$ cat src/rtl/alu_pkg.sv
// Shared opcode encodings, FSM state type and iterative-op selector for the multi-cycle ALU.
package alu_pkg;

  localparam logic [3:0] OP_AND  = 4'b0000;
  localparam logic [3:0] OP_OR   = 4'b0001;
  localparam logic [3:0] OP_ADD  = 4'b0010;
  localparam logic [3:0] OP_XOR  = 4'b0011;
  localparam logic [3:0] OP_SLL  = 4'b0100;
  localparam logic [3:0] OP_SRL  = 4'b0101;
  localparam logic [3:0] OP_SUB  = 4'b0110;
  localparam logic [3:0] OP_SRA  = 4'b0111;
  localparam logic [3:0] OP_COMP = 4'b1000;
  localparam logic [3:0] OP_SLTU = 4'b1001;
  localparam logic [3:0] OP_MUL  = 4'b1010;
  localparam logic [3:0] OP_DIVU = 4'b1100;
  localparam logic [3:0] OP_REMU = 4'b1101;

  typedef enum logic [1:0] {IDLE, BUSY, DONE} state_t;

  typedef enum logic [1:0] {IT_MUL, IT_DIVU, IT_REMU} iter_op_t;

  function automatic logic is_iter_op(input logic [3:0] op);
    return (op == OP_MUL) || (op == OP_DIVU) || (op == OP_REMU);
  endfunction

endpackage

$ cat src/rtl/alu_iter_unit.sv
// Iterative shift-add multiplier and restoring unsigned divider, one bit per cycle.
module alu_iter_unit
  import alu_pkg::*;
#(
  parameter int unsigned WIDTH = 32
) (
  input  logic             clk,
  input  logic             rst_n,
  input  logic             abort,
  input  logic             start,
  input  iter_op_t         op,
  input  logic [WIDTH-1:0] a,
  input  logic [WIDTH-1:0] b,
  output logic             busy,
  output logic             done,
  output logic [WIDTH-1:0] result
);

  localparam int unsigned CNT_W = $clog2(WIDTH) + 1;

  logic [CNT_W-1:0] cnt;
  iter_op_t         op_q;
  logic [WIDTH-1:0] acc;   // product accumulator / partial remainder
  logic [WIDTH-1:0] sh;    // multiplier / dividend-becoming-quotient
  logic [WIDTH-1:0] dv;    // shifting multiplicand / fixed divisor
  logic [WIDTH:0]   trial;
  logic [WIDTH:0]   diff;

  always_comb begin
    trial = {acc, sh[WIDTH-1]};
    diff  = trial - {1'b0, dv};
  end

  always_ff @(posedge clk or negedge rst_n) begin
    if (!rst_n) begin
      busy <= 1'b0;
      done <= 1'b0;
      cnt  <= '0;
      op_q <= IT_MUL;
      acc  <= '0;
      sh   <= '0;
      dv   <= '0;
    end else begin
      done <= 1'b0;
      if (abort) begin
        busy <= 1'b0;
        cnt  <= '0;
      end else if (start) begin
        busy <= 1'b1;
        cnt  <= '0;
        op_q <= op;
        acc  <= '0;
        sh   <= (op == IT_MUL) ? b : a;
        dv   <= (op == IT_MUL) ? a : b;
      end else if (busy) begin
        if (op_q == IT_MUL) begin
          if (sh[0]) acc <= acc + dv;
          dv <= dv << 1;
          sh <= sh >> 1;
        end else if (diff[WIDTH]) begin
          acc <= trial[WIDTH-1:0];
          sh  <= {sh[WIDTH-2:0], 1'b0};
        end else begin
          // A zero divisor never borrows, giving all-ones quotient and remainder = dividend.
          acc <= diff[WIDTH-1:0];
          sh  <= {sh[WIDTH-2:0], 1'b1};
        end
        cnt <= cnt + 1'b1;
        if (cnt == CNT_W'(WIDTH - 1)) begin
          busy <= 1'b0;
          done <= 1'b1;
        end
      end
    end
  end

  assign result = (op_q == IT_DIVU) ? sh : acc;

endmodule

$ cat src/rtl/alu_mc.sv
// Handshaked multi-cycle EX-stage ALU: operand mux, single-cycle datapath, FSM and result register.
module alu_mc
  import alu_pkg::*;
#(
  parameter int unsigned WIDTH = 32
) (
  input  logic             clk,
  input  logic             rst_n,
  input  logic             flush,
  input  logic             in_valid,
  output logic             in_ready,
  input  logic [3:0]       alucontrol,
  input  logic             alusrc,
  input  logic [WIDTH-1:0] in1,
  input  logic [WIDTH-1:0] in2,
  input  logic [WIDTH-1:0] inimm,
  output logic             out_valid,
  input  logic             out_ready,
  output logic [WIDTH-1:0] out,
  output logic             zero,
  output logic             illegal
);

  localparam int unsigned SH_W = $clog2(WIDTH);

  state_t           state, state_next;
  logic [3:0]       op_q;
  logic [WIDTH-1:0] a_q, b_q, operand_b, res1;
  logic             illegal1, accept, iter_start, iter_busy, iter_done;
  logic [WIDTH-1:0] iter_result;
  iter_op_t         iter_op;

  assign in_ready   = (state == IDLE);
  assign accept     = in_valid & in_ready;
  assign operand_b  = alusrc ? inimm : in2;
  assign iter_start = accept & ~flush & is_iter_op(alucontrol);

  always_comb begin
    case (alucontrol)
      OP_DIVU: iter_op = IT_DIVU;
      OP_REMU: iter_op = IT_REMU;
      default: iter_op = IT_MUL;
    endcase
  end

  alu_iter_unit #(.WIDTH(WIDTH)) u_iter (
    .clk    (clk),
    .rst_n  (rst_n),
    .abort  (flush),
    .start  (iter_start),
    .op     (iter_op),
    .a      (in1),
    .b      (operand_b),
    .busy   (iter_busy),
    .done   (iter_done),
    .result (iter_result)
  );

  always_comb begin
    res1     = '0;
    illegal1 = 1'b0;
    case (op_q)
      OP_AND:  res1 = a_q & b_q;
      OP_OR:   res1 = a_q | b_q;
      OP_ADD:  res1 = a_q + b_q;
      OP_XOR:  res1 = a_q ^ b_q;
      OP_SLL:  res1 = a_q << b_q[SH_W-1:0];
      OP_SRL:  res1 = a_q >> b_q[SH_W-1:0];
      OP_SUB:  res1 = a_q - b_q;
      OP_SRA:  res1 = WIDTH'($signed(a_q) >>> b_q[SH_W-1:0]);
      OP_COMP: res1 = {{(WIDTH-1){1'b0}}, $signed(a_q) < $signed(b_q)};
      OP_SLTU: res1 = {{(WIDTH-1){1'b0}}, a_q < b_q};
      OP_MUL, OP_DIVU, OP_REMU: res1 = '0;
      default: illegal1 = 1'b1;
    endcase
  end

  always_ff @(posedge clk or negedge rst_n) begin
    if (!rst_n) state <= IDLE;
    else        state <= state_next;
  end

  always_comb begin
    state_next = state;
    if (flush) begin
      state_next = IDLE;
    end else begin
      case (state)
        IDLE: if (accept) state_next = is_iter_op(alucontrol) ? BUSY : DONE;
        BUSY: begin
          if (iter_done)      state_next = DONE;
          else if (!iter_busy) state_next = IDLE;
        end
        DONE: if (out_valid && out_ready) state_next = IDLE;
        default: state_next = IDLE;
      endcase
    end
  end

  // Single-cycle results are registered one edge after entering DONE, matching the pipeline slot.
  always_ff @(posedge clk or negedge rst_n) begin
    if (!rst_n) begin
      op_q      <= '0;
      a_q       <= '0;
      b_q       <= '0;
      out       <= '0;
      zero      <= 1'b0;
      illegal   <= 1'b0;
      out_valid <= 1'b0;
    end else if (flush) begin
      out_valid <= 1'b0;
    end else begin
      if (accept) begin
        op_q <= alucontrol;
        a_q  <= in1;
        b_q  <= operand_b;
      end
      if (state == BUSY && iter_done) begin
        out       <= iter_result;
        zero      <= (iter_result == '0);
        illegal   <= 1'b0;
        out_valid <= 1'b1;
      end else if (state == DONE && !out_valid) begin
        out       <= res1;
        zero      <= (res1 == '0);
        illegal   <= illegal1;
        out_valid <= 1'b1;
      end else if (out_valid && out_ready) begin
        out_valid <= 1'b0;
      end
    end
  end

endmodule

$ cat config.mk
export PLATFORM = sky130hd
export DESIGN_NAME = alu_mc
export DESIGN_NICKNAME = d
export VERILOG_FILES = /design/src/rtl/alu_pkg.sv /design/src/rtl/alu_iter_unit.sv /design/src/rtl/alu_mc.sv
export SDC_FILE = /design/constraint.sdc
export NUM_CORES = 1
export LEC_CHECK = 0
export CELL_PAD_IN_SITES_DETAIL_PLACEMENT = 1
export CELL_PAD_IN_SITES_GLOBAL_PLACEMENT = 1
export CORE_MARGIN = 4
export CORE_UTILIZATION = 31
export CTS_BUF_LIST = sky130_fd_sc_hd__clkbuf_4 sky130_fd_sc_hd__clkbuf_8
export DETAILED_ROUTE_END_ITERATION = 10
export PLACE_DENSITY = 0.63
export SLEW_MARGIN = 20
export SYNTH_ARGS = -nofsm -noshare
export SYNTH_HDL_FRONTEND = slang
export SYNTH_SLANG_ARGS = --single-unit
export TNS_END_PERCENT = 50
$ cat constraint.sdc
create_clock -name clk -period 6.3 [get_ports clk]
set_input_delay 1.26 -clock clk [delete_from_list [all_inputs] [get_ports clk]]
set_output_delay 1.26 -clock clk [all_outputs]
set_load 0.005 [all_outputs]
==> impl_summary.txt <==
----------------------------------------------------
[Worst setup path]
  Critical Path Start Type ... register
  Kind of end point of the critical path ... register
  CP Data Required Time ... 6.86 ns
  Combined buffer and inverter count along the critical path ... 1
  Cell family contributing the most delay on the critical path ... simple AND/OR/NAND/NOR gates
  Cell with the biggest individual delay on the critical path ... sky130_fd_sc_hd__nor4_1
  Critical-path maximum fanout ... 10
  Arrival time reported for the critical path endpoint ... ~6.1 ns
  Worst-path cell chain ... inv_1 > fa_1 > nor3_1 > a211oi_1 > a211oi_1 > o311ai_0 > nor4_1 > and4b_1 > nand4b_1 > nor4_1 > nand4_1 > or4_1 > or4_1 > o21ai_1
  CP Class ... reg -> reg
  Worst path max stage delay ... roughly 0.99 ns

[Detailed routing]
  Detail Route Antenna Nets ... 0
  Ratio of routed vias to standard cells ... 6.21
  Wirelength per Cell ... 30.1 µm
  Residual DRC count ... 0
  Total wirelength of the detailed-routed design ... approximately 130000 µm
  Starting DRC count in detailed routing ... ~2800
  Total via count after detailed routing ... ~26000
  Number of iterations in the first detailed-routing pass ... 6

[Layout]
  Commonest non-fill, non-tap cell in the layout ... sky130_fd_sc_hd__a21oi_1
  Synthesis-to-finish area growth ... 15.3%
  Most used cells in the layout excluding fill and tap cells ... sky130_fd_sc_hd__a21oi_1, sky130_fd_sc_hd__nor2_1, sky130_fd_sc_hd__nand2_1, sky130_fd_sc_hd__o21ai_0, sky130_fd_sc_hd__dfrtp_1
  FILL cells ... ~9200
  Post-layout nets ... ~3400
  Share of cells above drive strength 1 ... 0.102

[Global routing]
  Initial antenna violation count ... 9
  Met1 demand-to-capacity share in global routing ... 0.425
  Number of global-route vias before repair ... between 20000 and 30000
  Global router's overall resource usage ... 0.303
  Met3 usage ... 0.0527
  Global-route track usage on met2 ... 0.457
  Pin count of the biggest net entering global routing ... between 150 and 200
  Wire length of the first global-routing pass ... approximately 190000 µm
  GRT busiest layer ... met2
  Overflow after GRT ... 0

[CTS]
  CTS tree ... built
  Number of sinks driven by the clock tree ... roughly 210
  Clock transition at the register clock pins on the worst setup and hold paths after CTS ... approximately 0.06 ns
  Clock Tree Root ... sky130_fd_sc_hd__clkbuf_8
  Clock insertion delay at the later pin of the skew report ... about 0.65 ns
  Post-CTS setup buffer count ... 0
  CTS Buf Count ... 45
  Maximum buffer depth of the clock tree ... 3
  Hold Buf Count CTS ... 0
  Gates resized, CTS repair ... 0
  Number of levels in the clock H-tree ... 2

[Status]
  Run status ... complete, no violations

[Min path]
  Hold crit path type ... reg -> reg

[STA]
  Tcrit/Tclk final ... 0.874
  Achievable Freq ... around 180 MHz
  Final Max Slew Viols ... 0
  Period minus WS final ... between 5 and 6 ns
  Accumulated negative setup slack ... 0 ns
  RSZ-0062 raised after global routing ... false
  Maximum clock skew at final layout ... about 0.046 ns
  Total of endpoints with negative setup slack in the final report ... 0
  Relative max-transition margin ... 0.221
  Final hold violation count ... 0
  Actual slew at the worst max-slew pin ... between 1 and 1.5 ns
  Post-route worst hold slack ... 0.479 ns

[Floorplanning]
  Number of core rows ... between 100 and 150
  Starting Density ... 0.314
  IO Count ... around 140
  Die W ... approximately 290 µm
  Die outline height ... approximately 290 µm
  Placeable Area ... between 0.07 and 0.08 mm²
  Area of the die ... 0.0817 mm²

[Job]
  Max capacitance violation total ... 0

[Synth]
  Number of cells produced by synthesis ... 3115
  Netlist cell types ... 89
  Synth Register Bits ... about 210
  Synth Net Count ... 3389
  Count of warnings emitted by yosys ... 0
  Area share of the largest cell type after synthesis ... 0.221
  Synthesized area ... roughly 0.024 mm²
  Post-synth top flop ... sky130_fd_sc_hd__dfrtp_1
  Sequential element share of the synthesized area ... 0.221
  Number of synthesized flops with an enable pin ... 0
  Proportion of synthesized flip-flops having asynchronous set or reset ... 1.00
  Biggest area consumer among synthesized cells ... sky130_fd_sc_hd__dfrtp_1
  Top post-synthesis cells by area ... sky130_fd_sc_hd__dfrtp_1, sky130_fd_sc_hd__ha_1, sky130_fd_sc_hd__a21oi_1
  Mean area per synthesized cell ... 7.68 µm²

[Place]
  Detailed placer's ending HPWL ... 98800 µm
  Number of buffers added on ports ... between 100 and 150
  Placer Congestion ... 1.04

[Power]
  Max IR drop VDD ... 228 µV
  Leakage dissipation ... between 10 and 15 nW
  Total power divided by cell area ... 450 mW/mm²

----------------------------------------------------
-- layout make-up --
cell class	instances	area (µm²)	share of cell area
inverters	173	649	0.0235
well taps	1030	1290	0.0467
repair buffers	225	2120	0.0768
multi-input cells	2513	17200	0.623
clock buffers	64	812	0.0294
clock inverters	18	210	0.00762
diodes	7	17.5	0.000635
flip-flops and latches	211	5290	0.192
-- tightest hold or removal path: cells and delay by family, from the launching register on --
kind             cells  cell delay (ns)
and+or+nand+nor      2             0.10
DFF                  1             0.35
-- where the power goes --
part	internal, mW	switching, mW	leakage [nW]	total, mW
Combinational	3.00	5.06	8.70	8.06
Clock	1.00	0.762	0.536	1.77
Sequential	1.80	0.778	2.56	2.58
Total	5.81	6.60	11.8	12.4
-- routing by layer --
layer | vias up | part of all wire
li1 | 11532 | -
met1 | 13235 | 0.44
met2 | 1281 | 0.43
met3 | 292 | 0.084
met4 | 8 | 0.051
met5 | - | 0.00042
-- synthesized netlist by cell type, types with 42 or more instances --
cell / number
sky130_fd_sc_hd__inv_1: 170
sky130_fd_sc_hd__nand2_1: 297
sky130_fd_sc_hd__a21oi_1: 359
sky130_fd_sc_hd__dfrtp_1: 211
sky130_fd_sc_hd__nor2_1: 340
sky130_fd_sc_hd__xnor2_1: 42
sky130_fd_sc_hd__mux2i_1: 138
sky130_fd_sc_hd__mux2_2: 47
sky130_fd_sc_hd__nand3_1: 87
sky130_fd_sc_hd__ha_1: 164
sky130_fd_sc_hd__a21o_1: 43
sky130_fd_sc_hd__o211ai_1: 58
sky130_fd_sc_hd__mux4_2: 55
sky130_fd_sc_hd__nor3_1: 44
sky130_fd_sc_hd__o21ai_0: 230
sky130_fd_sc_hd__clkbuf_1: 166
sky130_fd_sc_hd__a211oi_1: 71
-- logic make-up after synthesis --
kind of cell,share of synthesized area
multiplexers,0.135
AO/OA/AOI/OAI,0.276
flip-flops,0.221
AND/OR/NAND/NOR,0.189
buffers and inverters,0.0639
adder cells (fa/ha/maj),0.0891
XOR/XNOR,0.0271
-- final timing paths --
path / to / startpoint / slack (ns) / depth (start not counted)
setup / recovery: zero / a_q[1] / 0.79 / 14
hold / removal: out[13] / out[13] / 0.48 / 2
setup reg to reg: zero / a_q[1] / 0.79 / 14
hold reg to reg: out[13] / out[13] / 0.48 / 2
max in group asynchronous: out[31] / rst_n / 4.34 / 2
min in group asynchronous: u_iter.acc[8] / rst_n / 0.55 / 1
-- registers in the layout, indices dropped and copies added (netlist names) --
| register | count |
|---|---|
| out | 32 |
| u_iter.acc | 32 |
| u_iter.done | 1 |
| b_q | 32 |
| out_valid | 1 |
| u_iter.cnt | 6 |
| zero | 1 |
| u_iter.busy | 1 |
| a_q | 32 |
| u_iter.op_q | 2 |
| u_iter.dv | 32 |
| state | 2 |
| illegal | 1 |
| u_iter.sh | 32 |
| op_q | 4 |
-- stage by stage --
step | area (µm²) | power, mW | util | worst slack, ns | instances
after floorplan | 23900 | 7.34 | - | 1.19 | 3115
after global placement | 26500 | 10.2 | 0.348 | 0.967 | 4152
after detailed placement | 26500 | 10.4 | 0.348 | 1.03 | 4152
after CTS | 27600 | 12.2 | 0.362 | 1.02 | 4234
after global routing | 27600 | 13.2 | 0.362 | 0.701 | 4237
final | 27600 | 12.4 | 0.362 | 0.791 | 4241
(Power assumes the default switching activity.)
